==> config.mk <==
export PLATFORM = sky130hd
export DESIGN_NAME = hazard_ctrl_unit
export DESIGN_NICKNAME = d
export VERILOG_FILES = /design/src/rtl/hazard_pkg.sv /design/src/rtl/hazard_detect.sv /design/src/rtl/hazard_ctrl_unit.sv
export SDC_FILE = /design/constraint.sdc
export NUM_CORES = 1
export LEC_CHECK = 0
export CELL_PAD_IN_SITES_DETAIL_PLACEMENT = 0
export CELL_PAD_IN_SITES_GLOBAL_PLACEMENT = 1
export CORE_MARGIN = 2
export CORE_UTILIZATION = 18
export CTS_CLUSTER_SIZE = 25
export DETAILED_ROUTE_END_ITERATION = 10
export PLACE_DENSITY = 0.9
export SLEW_MARGIN = 20
export SYNTH_ARGS = -nofsm -noshare
export SYNTH_HDL_FRONTEND = slang
export SYNTH_HIERARCHICAL = 1
export SYNTH_SLANG_ARGS = --single-unit
==> constraint.sdc <==
create_clock -name Clk -period 2.24 [get_ports Clk]
set_input_delay 0.336 -clock Clk [delete_from_list [all_inputs] [get_ports Clk]]
set_output_delay 0.336 -clock Clk [all_outputs]
set_load 0.1 [all_outputs]
==> src/rtl/hazard_pkg.sv <==
// Shared definitions for the MIPS pipeline hazard controller.
//  - FSM state encodings
//  - next-PC select constants (ADDR_PC4/ADDR_JMP/ADDR_BR/ADDR_JR)
//  - control-output tuple struct and the fixed tuples the FSM emits
//  - helper for sizing the delay counter
package hazard_pkg;

  typedef enum logic [1:0] {
    ST_RUN        = 2'd0,
    ST_LD_STALL   = 2'd1,
    ST_XFER_FLUSH = 2'd2,
    ST_BR_WAIT    = 2'd3
  } hz_state_e;

  localparam logic [1:0] ADDR_PC4 = 2'b00;
  localparam logic [1:0] ADDR_JMP = 2'b01;
  localparam logic [1:0] ADDR_BR  = 2'b10;
  localparam logic [1:0] ADDR_JR  = 2'b11;

  typedef struct packed {
    logic       if_write;
    logic       pc_write;
    logic       bubble;
    logic [1:0] addr_sel;
  } hz_ctl_t;

  localparam hz_ctl_t CTL_RUN   = '{1'b1, 1'b1, 1'b0, ADDR_PC4};
  localparam hz_ctl_t CTL_STALL = '{1'b0, 1'b0, 1'b1, ADDR_PC4};
  localparam hz_ctl_t CTL_FLUSH = '{1'b1, 1'b1, 1'b1, ADDR_PC4};

  function automatic int hz_max(input int a, input int b);
    return (a > b) ? a : b;
  endfunction

endpackage

==> src/rtl/hazard_detect.sv <==
// Combinational hazard detection for the ID stage.
//  ld_haz_o : ID instruction reads the destination of the load currently in EX
//  jr_haz_o : jr source register is still being produced in EX or MEM
// Ports: ID operand info (rs/rt, shamt/immediate usage, jr), EX load info
// (mem_read_ex_i, prev_rt_i), EX/MEM writeback info (reg_write + dest).
module hazard_detect #(
  parameter int REG_AW = 5
) (
  input  logic              mem_read_ex_i,
  input  logic              use_shamt_i,
  input  logic              use_immed_i,
  input  logic              jr_i,
  input  logic              ex_reg_write_i,
  input  logic              mem_reg_write_i,
  input  logic [REG_AW-1:0] curr_rs_i,
  input  logic [REG_AW-1:0] curr_rt_i,
  input  logic [REG_AW-1:0] prev_rt_i,
  input  logic [REG_AW-1:0] ex_rw_i,
  input  logic [REG_AW-1:0] mem_rw_i,
  output logic              ld_haz_o,
  output logic              jr_haz_o
);

  logic rt_used;

  // rt is only a source when neither shamt nor immediate replaces it
  assign rt_used = !use_shamt_i && !use_immed_i;

  // shamt+immed together marks an instruction with no register sources
  assign ld_haz_o = mem_read_ex_i && (prev_rt_i != '0) &&
                    ((curr_rs_i == prev_rt_i) || (rt_used && (curr_rt_i == prev_rt_i))) &&
                    !(use_shamt_i && use_immed_i);

  assign jr_haz_o = jr_i && (curr_rs_i != '0) &&
                    ((ex_reg_write_i && (ex_rw_i == curr_rs_i)) ||
                     (mem_reg_write_i && (mem_rw_i == curr_rs_i)));

endmodule

==> src/rtl/hazard_ctrl_unit.sv <==
// Pipeline hazard controller for the 5-stage MIPS core (beside IF/ID).
// Stalls on load-use and jr-source hazards, sequences j/jal, jr and beq/bne.
// State updates on negedge Clk; Rst is asynchronous active-low.
// Inputs : Jump, Jr, Branch, BranchNe, ALUZero, memReadEX, UseShamt, UseImmed,
//          currRs, currRt, prevRt, EX_RegWrite, MEM_RegWrite, EX_Rw, MEM_Rw
// Outputs: IF_write, PC_write, bubble, addrSel (next-PC select),
//          stall_cnt / flush_cnt performance counters
// Optional feature macro: HAZARD_PERF_CNT_EN builds the saturating perf
// counters; without it both counter ports are tied to 0.
module hazard_ctrl_unit
  import hazard_pkg::*;
#(
  parameter int REG_AW         = 5,
  parameter int LD_STALL_CYC   = 1,
  parameter int BR_RESOLVE_CYC = 1,
  parameter int CNT_W          = 16
) (
  input  logic              Clk,
  input  logic              Rst,
  input  logic              Jump,
  input  logic              Jr,
  input  logic              Branch,
  input  logic              BranchNe,
  input  logic              ALUZero,
  input  logic              memReadEX,
  input  logic              UseShamt,
  input  logic              UseImmed,
  input  logic [REG_AW-1:0] currRs,
  input  logic [REG_AW-1:0] currRt,
  input  logic [REG_AW-1:0] prevRt,
  input  logic              EX_RegWrite,
  input  logic              MEM_RegWrite,
  input  logic [REG_AW-1:0] EX_Rw,
  input  logic [REG_AW-1:0] MEM_Rw,
  output logic              IF_write,
  output logic              PC_write,
  output logic              bubble,
  output logic [1:0]        addrSel,
  output logic [CNT_W-1:0]  stall_cnt,
  output logic [CNT_W-1:0]  flush_cnt
);

  localparam int MAX_DLY = hz_max(LD_STALL_CYC, BR_RESOLVE_CYC);
  localparam int CW      = $clog2(MAX_DLY) + 1;

  hz_state_e       state_q, state_d;
  logic [CW-1:0]   cnt_q, cnt_d;
  hz_ctl_t         ctl, ctl_out;
  logic            ld_haz, jr_haz, taken;

  hazard_detect #(.REG_AW(REG_AW)) u_detect (
    .mem_read_ex_i   (memReadEX),
    .use_shamt_i     (UseShamt),
    .use_immed_i     (UseImmed),
    .jr_i            (Jr),
    .ex_reg_write_i  (EX_RegWrite),
    .mem_reg_write_i (MEM_RegWrite),
    .curr_rs_i       (currRs),
    .curr_rt_i       (currRt),
    .prev_rt_i       (prevRt),
    .ex_rw_i         (EX_Rw),
    .mem_rw_i        (MEM_Rw),
    .ld_haz_o        (ld_haz),
    .jr_haz_o        (jr_haz)
  );

  assign taken = ALUZero ^ BranchNe;

  // state register
  always_ff @(negedge Clk or negedge Rst) begin
    if (!Rst) begin
      state_q <= ST_RUN;
      cnt_q   <= '0;
    end else begin
      state_q <= state_d;
      cnt_q   <= cnt_d;
    end
  end

  // next-state logic
  always_comb begin
    state_d = state_q;
    cnt_d   = cnt_q;
    case (state_q)
      ST_RUN: begin
        if (ld_haz) begin
          // the RUN cycle itself is the first bubble
          if (LD_STALL_CYC > 1) begin
            state_d = ST_LD_STALL;
            cnt_d   = CW'(LD_STALL_CYC - 2);
          end
        end else if (jr_haz) begin
          state_d = ST_RUN;
        end else if (Jump || Jr) begin
          state_d = ST_XFER_FLUSH;
        end else if (Branch) begin
          state_d = ST_BR_WAIT;
          cnt_d   = CW'(BR_RESOLVE_CYC - 1);
        end
      end
      ST_LD_STALL: begin
        if (cnt_q == '0) state_d = ST_RUN;
        else             cnt_d   = cnt_q - CW'(1);
      end
      ST_XFER_FLUSH: state_d = ST_RUN;
      ST_BR_WAIT: begin
        if (cnt_q != '0)  cnt_d   = cnt_q - CW'(1);
        else if (taken)   state_d = ST_XFER_FLUSH;
        else              state_d = ST_RUN;
      end
      default: begin
        state_d = ST_RUN;
        cnt_d   = '0;
      end
    endcase
  end

  // output logic
  always_comb begin
    ctl = CTL_RUN;
    case (state_q)
      ST_RUN: begin
        if (ld_haz || jr_haz) ctl = CTL_STALL;
        else if (Jump)        ctl = '{1'b0, 1'b1, 1'b0, ADDR_JMP};
        else if (Jr)          ctl = '{1'b0, 1'b1, 1'b0, ADDR_JR};
        else if (Branch)      ctl = '{1'b0, 1'b0, 1'b0, ADDR_PC4};
        else                  ctl = CTL_RUN;
      end
      ST_LD_STALL:   ctl = CTL_STALL;
      ST_XFER_FLUSH: ctl = CTL_FLUSH;
      ST_BR_WAIT: begin
        if (cnt_q != '0) ctl = CTL_STALL;
        else if (taken)  ctl = '{1'b0, 1'b1, 1'b1, ADDR_BR};
        else             ctl = CTL_FLUSH;
      end
      default: ctl = CTL_RUN;
    endcase
  end

  // reset overrides the outputs without waiting for a clock edge
  assign ctl_out  = Rst ? ctl : CTL_STALL;
  assign IF_write = ctl_out.if_write;
  assign PC_write = ctl_out.pc_write;
  assign bubble   = ctl_out.bubble;
  assign addrSel  = ctl_out.addr_sel;

`ifdef HAZARD_PERF_CNT_EN
  logic [CNT_W-1:0] stall_cnt_q, flush_cnt_q;
  logic             redirect;

  // every PC redirect (jump, jr, taken branch) writes the PC with a non-PC+4 select
  assign redirect = ctl.pc_write && (ctl.addr_sel != ADDR_PC4);

  always_ff @(negedge Clk or negedge Rst) begin
    if (!Rst) begin
      stall_cnt_q <= '0;
      flush_cnt_q <= '0;
    end else begin
      if (!ctl.pc_write && (stall_cnt_q != '1)) stall_cnt_q <= stall_cnt_q + CNT_W'(1);
      if (redirect && (flush_cnt_q != '1))      flush_cnt_q <= flush_cnt_q + CNT_W'(1);
    end
  end

  assign stall_cnt = stall_cnt_q;
  assign flush_cnt = flush_cnt_q;
`else
  assign stall_cnt = '0;
  assign flush_cnt = '0;
`endif

endmodule
### After elaboration in Yosys (flattened, before gate mapping)

Index checks and enable logic that the tools add are counted.

* logic and storage cells: 64
* register bits after elaboration: 3

* equality and inequality tests: 14
* reduce and logical (&&, ||, !) cells: 24
* bitwise gates (word level): 1
* add/sub/neg operators: 1
* multiplexer cells: 22

Operators with widths (count)
* two-way mux 5 bit: 7
* == test 5 bit: 4
* one-hot mux 5 bit (4 select lines): 1
* two-way mux 2 bit: 7
* inequality test 2 bit, second input constant: 6
* logical AND 1 bit: 10
* nonzero test 5 bit: 2
* one-hot mux 2 bit (4 select lines): 1
* two-way mux 1 bit: 5
* AND reduction 5 bit: 1
* == test 2 bit, second input constant: 2
* logical OR 1 bit: 4
* inequality test 4 bit, second input constant: 1
* AND reduction 4 bit: 1
* logical NOT 1 bit: 3
* == test 2 x 1 -> 1 bit, second input constant: 1
* logical NOT 2 bit: 1
* one-hot mux 1 bit (2 select lines): 1
* nonzero test 2 bit: 1
* OR reduction 2 bit: 1
* subtractor 1 bit, second input constant: 1
* bitwise XOR 1 bit: 1

### Longest topological paths before layout

Gate-level depths: netlist of run 1.

* depth in word-level cells: 10
* depth in mapped cells: 7
* gate-level depth less buffers: 7

### By module

The synthesis of run 1 kept the hierarchy.

By module, submodules not included
* hazard_ctrl_unit: instances 1, cells an instance 54, area each 425.4 sq um, seq. area each 50.0 sq um
* hazard_detect: instances 1, cells an instance 35, area each 262.8 sq um, seq. area each 0.0 sq um

==> summary.txt, run 1 <==
Finish
  • Util after Layout: 0.394
  • Syn-to-layout area delta: 110%
  • Largest regs: state_q x2
  • Layout cells sized above 1: 0.401
  • Final net count: 196
  • ANT cells: 0
  • Finished Layout Cells: 205
  • Max FFs per register: 2
  • Top reg by flops: state_q

Clocking
  • Hold_buf cts: 0
  • Max Buffers Root-to-Sink: 2
  • Root Buffer: clkbuf_8
  • Inserted Clock Buffers: 3
  • Clk Latency, worst-skew pair: 240 ps
  • Num Clock Sinks: 2
  • CTS tree: done
  • CTS H-tree lvls: 1
  • Clock slew at reported path FFs: about 30 ps

Timing
  • Final setup fails: 7
  • Final Max Slew Viols: 0
  • Hold Vio Cnt, Final: 0
  • Unrepaired setup endpoints after global routing: yes
  • Worst hold slack: approximately 700 ps
  • Final Skew: 0.838 ps
  • PnR worst setup slack: -720 ps

Synthesis
  • Number of distinct library cells after synthesis: 23
  • Syn Inst Count: 89
  • Syn_area_per_cell: 7.73 um^2
  • Ys Warns: 6
  • Sequential-to-total area share from yosys stat: 0.0727
  • Synthesized flop and latch total: 2
  • Mapped Area: just under 700 um^2

Global routing
  • Total congestion overflow: 0
  • Initial antenna violation count: 0
  • First-pass GRT wire length: 3170 um
  • Pin count of the biggest net entering global routing: 7
  • Vias in the first global route: 730
  • GRT Total Usage: 0.0966

Setup path
  • Arrival @ worst endpoint: around 2600 ps
  • Register-to-Register Path Depth: 4
  • Crit-path slowest cell: dfrtn_1
  • Crit Reg-Reg Startpoint: state_q[1]
  • Worst setup SP type: flop
  • WP buf/inv: 2
  • Reg-to-reg critical path endpoint: state_q[1]
  • Maximum fanout along the worst path: 3
  • Worst EP required: ~1900 ps
  • Reg-to-reg slack, setup: 1200 ps
  • Critical-path cell list: nor4_4 -> buf_4 -> nand3b_1 -> a21boi_4 -> buf_12
  • Slowest stage delay, CP: around 370 ps
  • Critical Path End Type: output pin
  • WS Path Type: flop to output pin
  • Crit path max-delay family: flip-flops

Placement
  • Worst slack, placed: -1150 ps
  • Final HPWL DP: 1680 um
  • GPL Wtd Cong: 0.688
  • Port Buf Inserts: 41
  • Placed cells: 198

Flow run
  • Max-cap check violation count: 0

Power and ir drop
  • Peak supply drop: roughly 0.00020 V
  • PD cells: ~630 nW/um^2
  • Leak: 0.686 nW

Detailed routing
  • Vias: roughly 750
  • Post-route DRC: 0
  • ANT nets after route: 0
  • Post-DR vias/cell: 3.67
  • Detailed Routing Iterations Pass 1: 4
  • Total routed wirelength: 2090 um
  • Wire length per cell: 10.2 um
  • DRT iter0 DRCs: 8

Floorplan
  • Core Region: 3660 um^2
  • Die area: 4330 um^2
  • I/O Pins: 74
  • Die Ht: 65.8 um
  • Die width: 65.8 um
  • Row count: 22
  • Starting density of the core: 0.188

Run status
  • Status: finished, violations left
  • Violated checks: setup timing

Worst hold path
  • Hold_sp: state_q[0]
  • Hold Path Stages: 2
  • Worst Hold Class: flop to flop
  • Hold EP: state_q[0]
[worst register-to-register path: stages, from the launching register on]
cell and delay [ps]:
dfrtn_1 370, buf_4 150, buf_6 110, nand3_1 150
o21ai_1 100
[per-stage QoR]
stage	TNS, ps	area (um^2)	total power [W]
2_1_floorplan	-3340	847	0.000543
4_1_cts	-4220	1410	0.000897
3_5_place_dp	-5370	1280	0.000705
6_report	-4120	1440	0.000910
5_1_grt	-4530	1440	0.000943
3_3_place_gp	-5180	1280	0.000701
[Yosys cell counts (all sizes together)]
master / number / area [um^2]
nand4: 1 / 6.26
xor2: 13 / 114
o21ai: 3 / 15.0
nand2: 2 / 7.51
inv: 2 / 7.51
o211ai: 1 / 7.51
a21oi: 3 / 15.0
conb: 1 / 3.75
a21boi: 1 / 7.51
nor4: 3 / 33.8
and3b: 1 / 8.76
xnor2: 8 / 70.1
nand3b: 1 / 7.51
dfrtn: 2 / 50.1
or4: 3 / 22.5
buf: 32 / 240
nor2: 3 / 11.3
a2111oi: 1 / 15.0
nand3: 4 / 20.0
o21a: 1 / 7.51
nor3: 2 / 10.0
and3: 1 / 7.51
[report_power, final]
group	total (W)	internal [W]	leakage, nW	switching [W]
logic	0.000703	0.000243	0.639	0.000460
clock network	0.000151	0.000114	0.0216	0.0000367
registers	0.0000553	0.0000454	0.0257	0.00000989
[logic make-up (layout without fill, tap and decap cells)]
group,Yosys count,count (layout),synth area share
AND/OR/NAND/NOR,21,21,0.196
buffers and inverters,34,71,0.360
flip-flops,2,2,0.0727
XOR/XNOR,21,21,0.267
AO/OA/AOI/OAI,10,10,0.0982
other,1,32,0.00545
[layer usage]
layer	wire length, um	GRT usage	vias to the layer above
met5	0	0	-
met4	31	0.0469	0
met3	206	0.0187	4
met2	1100	0.173	43
met1	745	0.108	333
li1	-	-	372
[repair_timing]
| item | 4_1_cts | 5_1_grt |
|---|---|---|
| gates resized for setup | 82 | 10 |
| setup buffers | 4 | 1 |
| endpoints found under the setup margin | 7 | 7 |
| endpoints found under the hold margin | 0 | 0 |
| cloned | 0 | 0 |
| pin swaps | 20 | 12 |
[worst max-delay path by stage]
stage                from         end  depth (start not counted)
6_report       state_q[1]  addrSel[1]                          5
5_1_grt        state_q[1]  addrSel[1]                          5
3_3_place_gp    prevRt[1]  state_q[0]                          7
3_5_place_dp    prevRt[2]  state_q[0]                          7
2_1_floorplan  state_q[1]  addrSel[0]                          3
4_1_cts        state_q[0]  addrSel[1]                          5
[placed cells by master, fill, tap and decap left out, types with 2 or more instances in the layout]
master / count
dlygate4sd2_1: 9
buf_4: 19
nor3_1: 2
dfrtn_1: 2
buf_12: 5
xnor2_2: 2
nand3_1: 4
o21ai_1: 2
xor2_1: 13
conb_1: 32
clkdlybuf4s50_1: 11
clkbuf_8: 3
buf_6: 14
xnor2_1: 5
nor2_1: 2
or4_4: 2
clkdlybuf4s15_1: 2
buf_2: 3
dlymetal6s2s_1: 2
[cell type report]
cell class / instances / area (um^2)
clock buffer: 3 / 41.3
tap: 48 / 60.1
sequential: 2 / 50.0
timing repair buffer: 66 / 664
multi-input combinational: 84 / 621
inverter: 2 / 7.51
fill: 377 / 2220
No activity file was read; power rests on OpenSTA's default activity.
==> run 2, diff against run 1 <==
--- a/config.mk
+++ b/config.mk
@@ -11,7 +11,8 @@
 export CORE_UTILIZATION = 18
 export CTS_CLUSTER_SIZE = 25
 export DETAILED_ROUTE_END_ITERATION = 10
-export PLACE_DENSITY = 0.9
+export GPL_ROUTABILITY_DRIVEN = 0
+export PLACE_DENSITY_LB_ADDON = 0.1
 export SLEW_MARGIN = 20
 export SYNTH_ARGS = -nofsm -noshare
 export SYNTH_HDL_FRONTEND = slang
==> run 2 against run 1 <==
- the flow still finishes with violations (setup timing)
- sequential share of layout area hardly changed
- clock power hardly changed
- total power is 0.27% higher
- count of clock-buffer cells in the layout stayed put
- worst hold slack better by 55 ps
- clock skew is 1.0 ps higher
- cell area hardly changed
==> summary.txt, run 2 (same netlist as run 1, synthesis figures left out) <==
Detailed routing
  • Total routed wirelength: 2060 um (-1.2%)
  • Post-DR vias/cell: 3.65 (-0.53%)
  • Post-route DRC: 0 (unchanged)
  • Vias: 748 (-0.53%)
  • DRT iter0 DRCs: 16 (+8)
  • Wire length per cell: 10.0 um (-1.2%)
  • ANT nets after route: 0 (unchanged)
  • Detailed Routing Iterations Pass 1: 2 (-2)

Clocking
  • Num Clock Sinks: 2 (unchanged)
  • Root Buffer: clkbuf_8
  • CTS tree: done
  • Clk Latency, worst-skew pair: 240 ps (about the same)
  • Max Buffers Root-to-Sink: 2 (unchanged)
  • Inserted Clock Buffers: 3 (unchanged)
  • Hold_buf cts: 0 (unchanged)
  • Clock slew at reported path FFs: 30 ps (about the same)
  • CTS H-tree lvls: 1 (unchanged)

Power and ir drop
  • Peak supply drop: 0.000248 V (+22%)
  • PD cells: 631 nW/um^2 (+0.19%)
  • Leak: 0.682 nW (-0.60%)

Setup path
  • Critical-path cell list: nor4_4 -> buf_4 -> nand3b_1 -> a21boi_4 -> buf_12
  • WP buf/inv: 2 (unchanged)
  • WS Path Type: flop to output pin
  • Crit path max-delay family: flip-flops
  • Worst setup SP type: flop
  • Crit-path slowest cell: dfrtn_1
  • Register-to-Register Path Depth: 4 (unchanged)
  • Worst EP required: 1900 ps (about the same)
  • Maximum fanout along the worst path: 2 (-1)
  • Reg-to-reg slack, setup: 1250 ps (+50 ps)
  • Reg-to-reg critical path endpoint: state_q[1]
  • Crit Reg-Reg Startpoint: state_q[1]
  • Critical Path End Type: output pin
  • Slowest stage delay, CP: 360 ps (about the same)
  • Arrival @ worst endpoint: 2630 ps (about the same)

Floorplan
  • Starting density of the core: 0.188 (unchanged)
  • Die Ht: 65.8 um (unchanged)
  • Die width: 65.8 um (unchanged)
  • Core Region: 3660 um^2 (unchanged)
  • Row count: 22 (unchanged)
  • Die area: 4330 um^2 (unchanged)
  • I/O Pins: 74 (unchanged)

Placement
  • Worst slack, placed: -1170 ps (-24.7 ps)
  • Final HPWL DP: 1710 um (+1.9%)
  • Port Buf Inserts: 41 (unchanged)
  • Post-DP Area: 1280 um^2 (-0.58%)
  • Placed cells: 197 (-0.51%)

Worst hold path
  • Worst Hold Class: flop to flop
  • Hold Path Stages: 4 (+2)
  • Hold_sp: state_q[0]
  • Hold EP: state_q[1]

Finish
  • Top reg by flops: state_q
  • Multi-input logic area: 638 um^2 (+2.8%)
  • ANT cells: 0 (unchanged)
  • Layout cells sized above 1: 0.452 (+0.0510)
  • Finished Layout Cells: 205 (unchanged)
  • Most common cell after layout, fill and taps aside: conb_1
  • Post-route cell area: 1450 um^2 (about the same)
  • Max FFs per register: 2 (unchanged)
  • Syn-to-layout area delta: 110% (about the same)
  • Final net count: 196 (unchanged)
  • Filler Cell Count: 383 (+1.6%)
  • Largest regs: state_q x2
  • Register Area: 50.0 um^2 (unchanged)
  • Commonest cells after routing, fill and taps aside: conb_1 (32), buf_4 (21), xor2_1 (13)

Timing
  • Final Max Slew Viols: 0 (unchanged)
  • Unrepaired setup endpoints after global routing: yes
  • Final setup fails: 7 (unchanged)
  • Hold Vio Cnt, Final: 0 (unchanged)
  • Final Skew: 1.87 ps (+1.04 ps)
  • PnR worst setup slack: -724 ps (-4.21 ps)
  • Setup TNS: -4120 ps (-6.60 ps)

Global routing
  • First-pass GRT wire length: 3240 um (+2.0%)
  • Pin count of the biggest net entering global routing: 7 (unchanged)
  • Total congestion overflow: 0 (unchanged)
  • Vias in the first global route: 772 (+5.8%)
  • Initial antenna violation count: 0 (unchanged)
  • GRT Total Usage: 0.0994 (+0.00282)

Flow run
  • Max-cap check violation count: 0 (unchanged)

Run status
  • Status: finished, violations left
  • Violated checks: setup timing
-- run 2: changes by cell type in the layout (fill, tap and decap cells not counted), sizes merged --
cell	change
dlygate4sd2	-1
clkbuf	+3
clkdlybuf4s15	+1
dlymetal6s2s	-1
buf	-2
-- run 2: what timing repair did --
action	4_1_cts	5_1_grt
endpoints found under the hold margin	0	0
pin swaps	18	16
endpoints found under the setup margin	7	7
gates resized for setup	78	19
gates cloned	0	0
buffers inserted	5	2
-- run 2: stage by stage --
stage / hold slack (ps) / power, W / utilization
2_1_floorplan: 658 / 0.000543 / -
3_3_place_gp: 640 / 0.000702 / 0.349
3_5_place_dp: 658 / 0.000706 / 0.349
4_1_cts: 790 / 0.000894 / 0.384
5_1_grt: 820 / 0.000956 / 0.395
6_report: 758 / 0.000912 / 0.395
-- run 2: tightest hold or removal path, stage by stage, from the launching register on --
cell     delay, ps
dfrtn_1        370
nor4_4         180
buf_4          160
inv_2           30
o21ai_2         90
-- run 2: metal layers --
| layer | global-route usage | part of all wire | vias to the layer above | wire [um] |
|---|---|---|---|---|
| li1 | - | - | 373 | - |
| met1 | 0.102 | 0.36 | 331 | 735 |
| met2 | 0.191 | 0.54 | 42 | 1110 |
| met3 | 0.0239 | 0.094 | 2 | 194 |
| met4 | 0.0391 | 0.0097 | 0 | 20 |
| met5 | 0 | 0 | - | 0 |
-- run 2: area by class of cell --
cell class                 count  area share
clock buffer                   3      0.0286
sequential                     2      0.0346
timing repair buffer          66       0.448
inverter                       2     0.00519
multi-input combinational     84       0.442
tap                           48      0.0416
-- run 2: how the worst max path moves through the flow --
stage	cells after the start	startpoint	slack, ps	end
5_1_grt	5	state_q[1]	-770	addrSel[1]
4_1_cts	5	state_q[0]	-740	addrSel[1]
6_report	5	state_q[1]	-720	addrSel[1]
3_3_place_gp	7	prevRt[1]	-1150	state_q[0]
3_5_place_dp	7	prevRt[1]	-1170	state_q[0]
2_1_floorplan	3	state_q[1]	-730	addrSel[0]
-- run 2: power by group --
| group | internal, W | switching [W] |
|---|---|---|
| Combinational | 0.000243 | 0.000467 |
| Sequential | 0.0000454 | 0.00000860 |
| Clock | 0.000114 | 0.0000340 |
| Total | 0.000402 | 0.000510 |
